`src/rtl/player_move_if.sv`:
```
// Key, tile-memory and position signals of the player movement controller.
// The master modport is the controller; slave is the surrounding system.
interface player_move_if;
  logic        key_up;
  logic        key_down;
  logic        key_left;
  logic        key_right;
  logic        query_valid;
  logic [3:0]  query_x;
  logic [3:0]  query_y;
  logic        tile_valid;
  logic [15:0] tile_id;
  logic [3:0]  player_x;
  logic [3:0]  player_y;
  logic        move_done;
  logic        move_blocked;
  logic        busy;

  modport master (
    input  key_up, key_down, key_left, key_right, tile_valid, tile_id,
    output query_valid, query_x, query_y, player_x, player_y,
           move_done, move_blocked, busy
  );

  modport slave (
    output key_up, key_down, key_left, key_right, tile_valid, tile_id,
    input  query_valid, query_x, query_y, player_x, player_y,
           move_done, move_blocked, busy
  );
endinterface

```
`src/rtl/player_move_ctrl.sv`:
```
// Player movement controller: turns key requests into tile-map reads,
// classifies the returned tile and commits or rejects the grid move.
//
// state   | meaning
// IDLE    | waiting for a key with the repeat counter expired
// WAIT    | read issued, waiting for tile_valid or timeout
// RESOLVE | wall test on the captured tile, commit or reject
// HOLD    | hold-to-repeat delay, left early when all keys release
module player_move_ctrl #(
  parameter int          GRID_W     = 16,
  parameter int          GRID_H     = 16,
  parameter int          INIT_X     = 1,
  parameter int          INIT_Y     = 1,
  parameter logic [15:0] WALL_LO    = 16'h0000,
  parameter logic [15:0] WALL_HI    = 16'h0002,
  parameter int          RD_TIMEOUT = 8,
  parameter logic [23:0] REPEAT_CYC = 24'd5_000_000
) (
  input  logic          clk,
  input  logic          rst_n,
  player_move_if.master pm
);

  localparam int WAIT_W = $clog2(RD_TIMEOUT + 1);

  typedef enum logic [1:0] {IDLE, WAIT, RESOLVE, HOLD} state_t;

  state_t              state_q, state_d;
  logic [3:0]          player_x_q, player_x_d, player_y_q, player_y_d;
  logic [3:0]          query_x_q, query_x_d, query_y_q, query_y_d;
  logic                query_valid_q, query_valid_d;
  logic                done_q, done_d, blocked_q, blocked_d;
  logic [WAIT_W-1:0]   wait_cnt_q, wait_cnt_d;
  logic [23:0]         rep_cnt_q, rep_cnt_d;
  logic [15:0]         tile_q, tile_d;

  logic                any_key, in_bounds, is_wall;
  logic signed [4:0]   tgt_x, tgt_y;
  logic [15:0]         tile_off;

  always_ff @(posedge clk) begin
    if (!rst_n) begin
      state_q       <= IDLE;
      player_x_q    <= 4'(INIT_X);
      player_y_q    <= 4'(INIT_Y);
      query_x_q     <= '0;
      query_y_q     <= '0;
      query_valid_q <= 1'b0;
      done_q        <= 1'b0;
      blocked_q     <= 1'b0;
      wait_cnt_q    <= '0;
      rep_cnt_q     <= '0;
      tile_q        <= '0;
    end else begin
      state_q       <= state_d;
      player_x_q    <= player_x_d;
      player_y_q    <= player_y_d;
      query_x_q     <= query_x_d;
      query_y_q     <= query_y_d;
      query_valid_q <= query_valid_d;
      done_q        <= done_d;
      blocked_q     <= blocked_d;
      wait_cnt_q    <= wait_cnt_d;
      rep_cnt_q     <= rep_cnt_d;
      tile_q        <= tile_d;
    end
  end

  // Target cell in 5-bit signed space so a step off the top/left edge is negative.
  always_comb begin
    any_key = pm.key_up | pm.key_down | pm.key_left | pm.key_right;
    tgt_x   = $signed({1'b0, player_x_q});
    tgt_y   = $signed({1'b0, player_y_q});
    if (pm.key_up)         tgt_y = tgt_y - 5'sd1;
    else if (pm.key_down)  tgt_y = tgt_y + 5'sd1;
    else if (pm.key_left)  tgt_x = tgt_x - 5'sd1;
    else if (pm.key_right) tgt_x = tgt_x + 5'sd1;
    in_bounds = (tgt_x >= 5'sd0) && (int'(tgt_x) <= GRID_W - 1) &&
                (tgt_y >= 5'sd0) && (int'(tgt_y) <= GRID_H - 1);
    // Modular offset turns the inclusive range test into a single compare.
    tile_off = tile_q - WALL_LO;
    is_wall  = tile_off <= (WALL_HI - WALL_LO);
  end

  always_comb begin
    state_d       = state_q;
    player_x_d    = player_x_q;
    player_y_d    = player_y_q;
    query_x_d     = query_x_q;
    query_y_d     = query_y_q;
    query_valid_d = 1'b0;
    done_d        = 1'b0;
    blocked_d     = 1'b0;
    wait_cnt_d    = wait_cnt_q;
    rep_cnt_d     = rep_cnt_q;
    tile_d        = tile_q;
    case (state_q)
      IDLE: begin
        if (any_key && rep_cnt_q == 24'd0) begin
          if (!in_bounds) begin
            blocked_d = 1'b1;
            rep_cnt_d = REPEAT_CYC - 24'd1;
            state_d   = HOLD;
          end else begin
            query_x_d     = tgt_x[3:0];
            query_y_d     = tgt_y[3:0];
            query_valid_d = 1'b1;
            wait_cnt_d    = '0;
            state_d       = WAIT;
          end
        end
      end
      WAIT: begin
        if (pm.tile_valid && !query_valid_q) begin
          tile_d  = pm.tile_id;
          state_d = RESOLVE;
        end else if (wait_cnt_q == WAIT_W'(RD_TIMEOUT - 1)) begin
          blocked_d = 1'b1;
          rep_cnt_d = REPEAT_CYC - 24'd1;
          state_d   = HOLD;
        end else begin
          wait_cnt_d = wait_cnt_q + 1'b1;
        end
      end
      RESOLVE: begin
        if (is_wall) begin
          blocked_d = 1'b1;
        end else begin
          player_x_d = query_x_q;
          player_y_d = query_y_q;
          done_d     = 1'b1;
        end
        rep_cnt_d = REPEAT_CYC - 24'd1;
        state_d   = HOLD;
      end
      HOLD: begin
        if (!any_key || rep_cnt_q <= 24'd1) begin
          rep_cnt_d = '0;
          state_d   = IDLE;
        end else begin
          rep_cnt_d = rep_cnt_q - 24'd1;
        end
      end
      default: state_d = IDLE;
    endcase
  end

  always_comb begin
    pm.query_valid  = query_valid_q;
    pm.query_x      = query_x_q;
    pm.query_y      = query_y_q;
    pm.player_x     = player_x_q;
    pm.player_y     = player_y_q;
    pm.move_done    = done_q;
    pm.move_blocked = blocked_q;
    pm.busy         = (state_q != IDLE);
  end

endmodule

```
`src/flat_wrapper.sv`:
```
// flat-port wrapper written by rule: the top's interface ports become plain ports
module player_move_ctrl_flat 
#(
  parameter int          GRID_W     = 16,
  parameter int          GRID_H     = 16,
  parameter int          INIT_X     = 1,
  parameter int          INIT_Y     = 1,
  parameter logic [15:0] WALL_LO    = 16'h0000,
  parameter logic [15:0] WALL_HI    = 16'h0002,
  parameter int          RD_TIMEOUT = 8,
  parameter logic [23:0] REPEAT_CYC = 24'd5_000_000
)
  (clk, rst_n, pm_key_up, pm_key_down, pm_key_left, pm_key_right, pm_tile_valid, pm_tile_id, pm_query_valid, pm_query_x, pm_query_y, pm_player_x, pm_player_y, pm_move_done, pm_move_blocked, pm_busy);
  player_move_if pm_i ();
  input  logic clk;
  input  logic rst_n;
  input wire logic [$bits(pm_i.key_up)-1:0] pm_key_up;
  input wire logic [$bits(pm_i.key_down)-1:0] pm_key_down;
  input wire logic [$bits(pm_i.key_left)-1:0] pm_key_left;
  input wire logic [$bits(pm_i.key_right)-1:0] pm_key_right;
  input wire logic [$bits(pm_i.tile_valid)-1:0] pm_tile_valid;
  input wire logic [$bits(pm_i.tile_id)-1:0] pm_tile_id;
  output wire logic [$bits(pm_i.query_valid)-1:0] pm_query_valid;
  output wire logic [$bits(pm_i.query_x)-1:0] pm_query_x;
  output wire logic [$bits(pm_i.query_y)-1:0] pm_query_y;
  output wire logic [$bits(pm_i.player_x)-1:0] pm_player_x;
  output wire logic [$bits(pm_i.player_y)-1:0] pm_player_y;
  output wire logic [$bits(pm_i.move_done)-1:0] pm_move_done;
  output wire logic [$bits(pm_i.move_blocked)-1:0] pm_move_blocked;
  output wire logic [$bits(pm_i.busy)-1:0] pm_busy;
  assign pm_i.key_up = pm_key_up;
  assign pm_i.key_down = pm_key_down;
  assign pm_i.key_left = pm_key_left;
  assign pm_i.key_right = pm_key_right;
  assign pm_i.tile_valid = pm_tile_valid;
  assign pm_i.tile_id = pm_tile_id;
  assign pm_query_valid = pm_i.query_valid;
  assign pm_query_x = pm_i.query_x;
  assign pm_query_y = pm_i.query_y;
  assign pm_player_x = pm_i.player_x;
  assign pm_player_y = pm_i.player_y;
  assign pm_move_done = pm_i.move_done;
  assign pm_move_blocked = pm_i.move_blocked;
  assign pm_busy = pm_i.busy;
  player_move_ctrl #(.GRID_W(GRID_W), .GRID_H(GRID_H), .INIT_X(INIT_X), .INIT_Y(INIT_Y), .WALL_LO(WALL_LO), .WALL_HI(WALL_HI), .RD_TIMEOUT(RD_TIMEOUT), .REPEAT_CYC(REPEAT_CYC)) u_core (.clk(clk), .rst_n(rst_n), .pm(pm_i));
endmodule
```
`config.mk`:
```
export PLATFORM = sky130hd
export DESIGN_NAME = player_move_ctrl_flat
export DESIGN_NICKNAME = d
export VERILOG_FILES = /design/src/rtl/player_move_if.sv /design/src/rtl/player_move_ctrl.sv /design/src/flat_wrapper.sv
export SDC_FILE = /design/constraint.sdc
export NUM_CORES = 1
export LEC_CHECK = 0
export ABC_CLOCK_PERIOD_IN_PS = 4500
export CAP_MARGIN = 20
export CORE_ASPECT_RATIO = 1.1
export CORE_UTILIZATION = 35
export DETAILED_ROUTE_END_ITERATION = 12
export HOLD_SLACK_MARGIN = 0.06
export PLACE_DENSITY_LB_ADDON = 0.25
export REMOVE_ABC_BUFFERS = 1
export SLEW_MARGIN = 20
export SYNTH_ARGS = -nofsm -noshare
export SYNTH_HDL_FRONTEND = slang
export SYNTH_SLANG_ARGS = --single-unit
```
`constraint.sdc`:
```
create_clock -name clk -period 4.5 [get_ports clk]
set_clock_uncertainty 0.05 [all_clocks]
set_input_delay 1.35 -clock clk [delete_from_list [all_inputs] [get_ports clk]]
set_output_delay 1.35 -clock clk [all_outputs]
set_load 0.05 [all_outputs]
```
==> flow_metrics.tcl <==
set metrics [dict create \
    status "complete, but fails checks" \
    violations "DRC" \
    r2r_cells 13 \
    multiInputGateArea_um2 2110 \
    cts_tree "built" \
    critical-path-top-delay-family "compound AO/OA/AOI/OAI gates" \
    yosysWarnings 0 \
    ys_seq_area_share_pct 36.6 \
    cts_setup_buffers 0 \
    wl_per_cell_um 14.7 \
    path_class "in -> reg" \
    hold-path-endpoint "u_core.tile_q[1]" \
    drc_errors 7 \
    dp_hpwl_um 6110 \
    crit_slowest_cell "clkdlybuf4s50_1" \
    required_ns 4.66 \
    worstSetupStartpointType "input port" \
    worstPathCellList "clkdlybuf4s50_1, buf_4, nor4b_1, a21oi_1, xnor2_1, and4_1, ha_1, o22ai_1, a311o_1, buf_4, nor4_4, o21ai_0, a21oi_1, o22ai_1" \
    ant_nets 0 \
    synth_area_per_cell_um2 8.39 \
    rr_startpoint "u_core.pm.player_y[0]" \
    fin_crit_sh_pct 93.6 \
    ys_top_cells_by_area "dfxtp_1 37%, nand2_1 4.8%, ha_1 4.6%" \
    relSlewSlack_pct 47.6 \
    dr.pass1.iters 8 \
    setup.worst_path.start "pm_key_up" \
    p_leak_nw 1.60 \
    setup_ws_ns 0.290 \
    synth_top_area_share_pct 36.6 \
    cts_buffers 9 \
    cts_max_path_buffers 2 \
    avgViaCountPerCell 5.39 \
    grt_pass1_wl_um 14800 \
    worstSkewPairLatency_ns 0.35 \
    hold_start "u_core.tile_q[1]" \
    grt_max_degree 31 \
    fp-row-count 38 \
    hold_slack_ns 0.406 \
    seq_area_um2 1300 \
    drtIter0Drc 172 \
    final_common_cell "dfxtp_1" \
    ctsHoldBuffers 0 \
    cp_max_fo 5 \
    grt_usage_pct 17.5 \
    syn-instance-count 423 \
    synth-edff-count 0 \
    synth_top_cell_by_area "dfxtp_1" \
    setup_viol 0 \
    synthArstFlopShare_pct 0 \
    r2r-end "u_core.wait_cnt_q[2]" \
    drive_above_1_share_pct 14.0 \
    final_area_um2 4450 \
    hold_depth 2 \
    numClockSinks 65 \
    antenna_found_initial 0 \
    rsz0062_at_grt "no" \
    max_cap_violations 0 \
    dieArea_um2 10600 \
    power_density_nw_per_um2 665 \
    final_nets 510 \
    io_pins 43 \
    final_core_util_pct 45.2 \
    postPlaceCellArea_um2 4200 \
    die_y_um 108 \
    layout_common_cells "65 x dfxtp_1, 45 x nand2_1, 43 x nor2_1" \
    synth_cell_types 63 \
    synth-seq-cells 65 \
    max_freq_mhz 238 \
    die_x_um 98.0 \
    fillers 983 \
    path_clk_slew_ns 0.07 \
    ir_drop_mv 0.316 \
    cp-end-kind "flip-flop" \
    via_count 3225 \
    crit_arrival_ns 4.37 \
    core_um2 9840 \
    syn_area_um2 3550 \
    ys.flop_type "dfxtp_1" \
    n_antenna_cell 0 \
    r2r_slack_ns 1.27 \
    port_buffers 42 \
    globalplace.congestion 0.864 \
    path_buf_inv 3 \
    first_global_vias 3103 \
    area_growth_pct 25.2 \
    h-tree-depth 3 \
    max_stage_delay_ns 0.46 \
    start_util_pct 36.1 \
    hold_violations 0 \
    min_path_type "reg -> reg" \
    worst_slew_pin_slew_ns 0.785 \
    cts_root_buf "clkbuf_8" \
    pre_cts_slack_ns -0.0707 \
    postRouteWirelength_um 8760 \
    period_needed_ns 4.21 \
    drv_slew 0 \
    overflow 0 \
]
-- where the power goes --
| group | total, mW | leakage, nW | switching (mW) | internal, mW |
|---|---|---|---|---|
| registers | 0.833 | 0.528 | 0.130 | 0.703 |
| logic | 1.58 | 0.965 | 0.960 | 0.618 |
| clock network | 0.548 | 0.104 | 0.226 | 0.323 |
-- per-stage QoR --
step	setup TNS, ns	cells	power [mW]
after floorplan	-0.541	398	1.94
after CTS	0	598	2.96
after detailed placement	-0.433	583	2.39
after global routing	0	598	3.19
after global placement	-0.0132	583	2.37
final	0	598	2.96
-- cells by family (layout without fill, tap and decap cells) --
| group | Yosys count | in the layout | synth area share, % |
|---|---|---|---|
| simple gates | 168 | 168 | 25.4 |
| compound gates | 109 | 109 | 21.7 |
| flops | 65 | 65 | 36.6 |
| buf+inv | 42 | 97 | 4.86 |
| xor+xnor | 16 | 16 | 3.95 |
| fa+ha+maj | 13 | 13 | 4.58 |
| mux | 10 | 10 | 2.85 |
-- synth_stat cells (3+ instances only) --
cell	n
xnor2_1	16
a211oi_1	8
nand2_1	45
a31o_2	8
or3_1	6
or4_1	6
clkbuf_1	17
mux2i_1	9
nor2_1	43
a2111oi_2	4
o22ai_1	3
ha_1	13
or4_4	4
dfxtp_1	65
and3_1	11
nor4_1	13
nand3_1	5
nor3_1	4
nand4_1	7
buf_2	6
nor2b_1	3
a31o_1	4
a21oi_1	29
o21ai_0	21
nand2b_1	3
inv_1	16
o31ai_1	5
a31oi_1	4
o211ai_1	4
-- area by class of cell --
cell class                 instances  area share [%]
tap                              120            3.38
sequential                        65            29.3
inverter                          17            1.44
timing repair buffer              65            13.6
clock inverter                     5            1.80
multi-input combinational        316            47.4
clock buffer                      10            3.10
-- flip-flops by register name, summed over array words and instances (netlist names) --
signal                  count
u_core.pm.move_blocked      1
u_core.pm.player_x          4
u_core.state_q              2
u_core.pm.player_y          4
u_core.wait_cnt_q           4
u_core.rep_cnt_q           24
u_core.pm.query_x           4
u_core.pm.query_valid       1
u_core.pm.query_y           4
u_core.pm.move_done         1
u_core.tile_q              16
-- tightest hold or removal path, cell delays in order, from the launching register on --
cell	delay, ns
dfxtp_1	0.31
nand2_1	0.05
a21oi_1	0.05
-- how the worst max path moves through the flow --
stage	to	slack (ns)	depth (start not counted)
3_3_place_gp	u_core.rep_cnt_q[16]	-0.009	15
6_report	u_core.wait_cnt_q[2]	0.29	14
4_1_cts	u_core.rep_cnt_q[12]	0.29	15
3_5_place_dp	u_core.rep_cnt_q[12]	-0.07	15
5_1_grt	u_core.rep_cnt_q[17]	0.01	15
2_1_floorplan	u_core.pm.query_x[1]	-0.18	9
-- what timing repair did --
action / in CTS / in global routing
endpoints found under the hold margin: 0 / 0
setup endpoints to repair: 0 / 7
gates resized for setup: 0 / 3
-- metal layers --
layer | up-vias | wire length, um | global-route usage, %
li1 | 1652 | - | -
met1 | 1505 | 4270 | 22.2
met2 | 58 | 4070 | 29.3
met3 | 10 | 330 | 3.05
met4 | 0 | 98 | 7.47
met5 | - | 0 | 0
(Power assumes the default switching activity.)
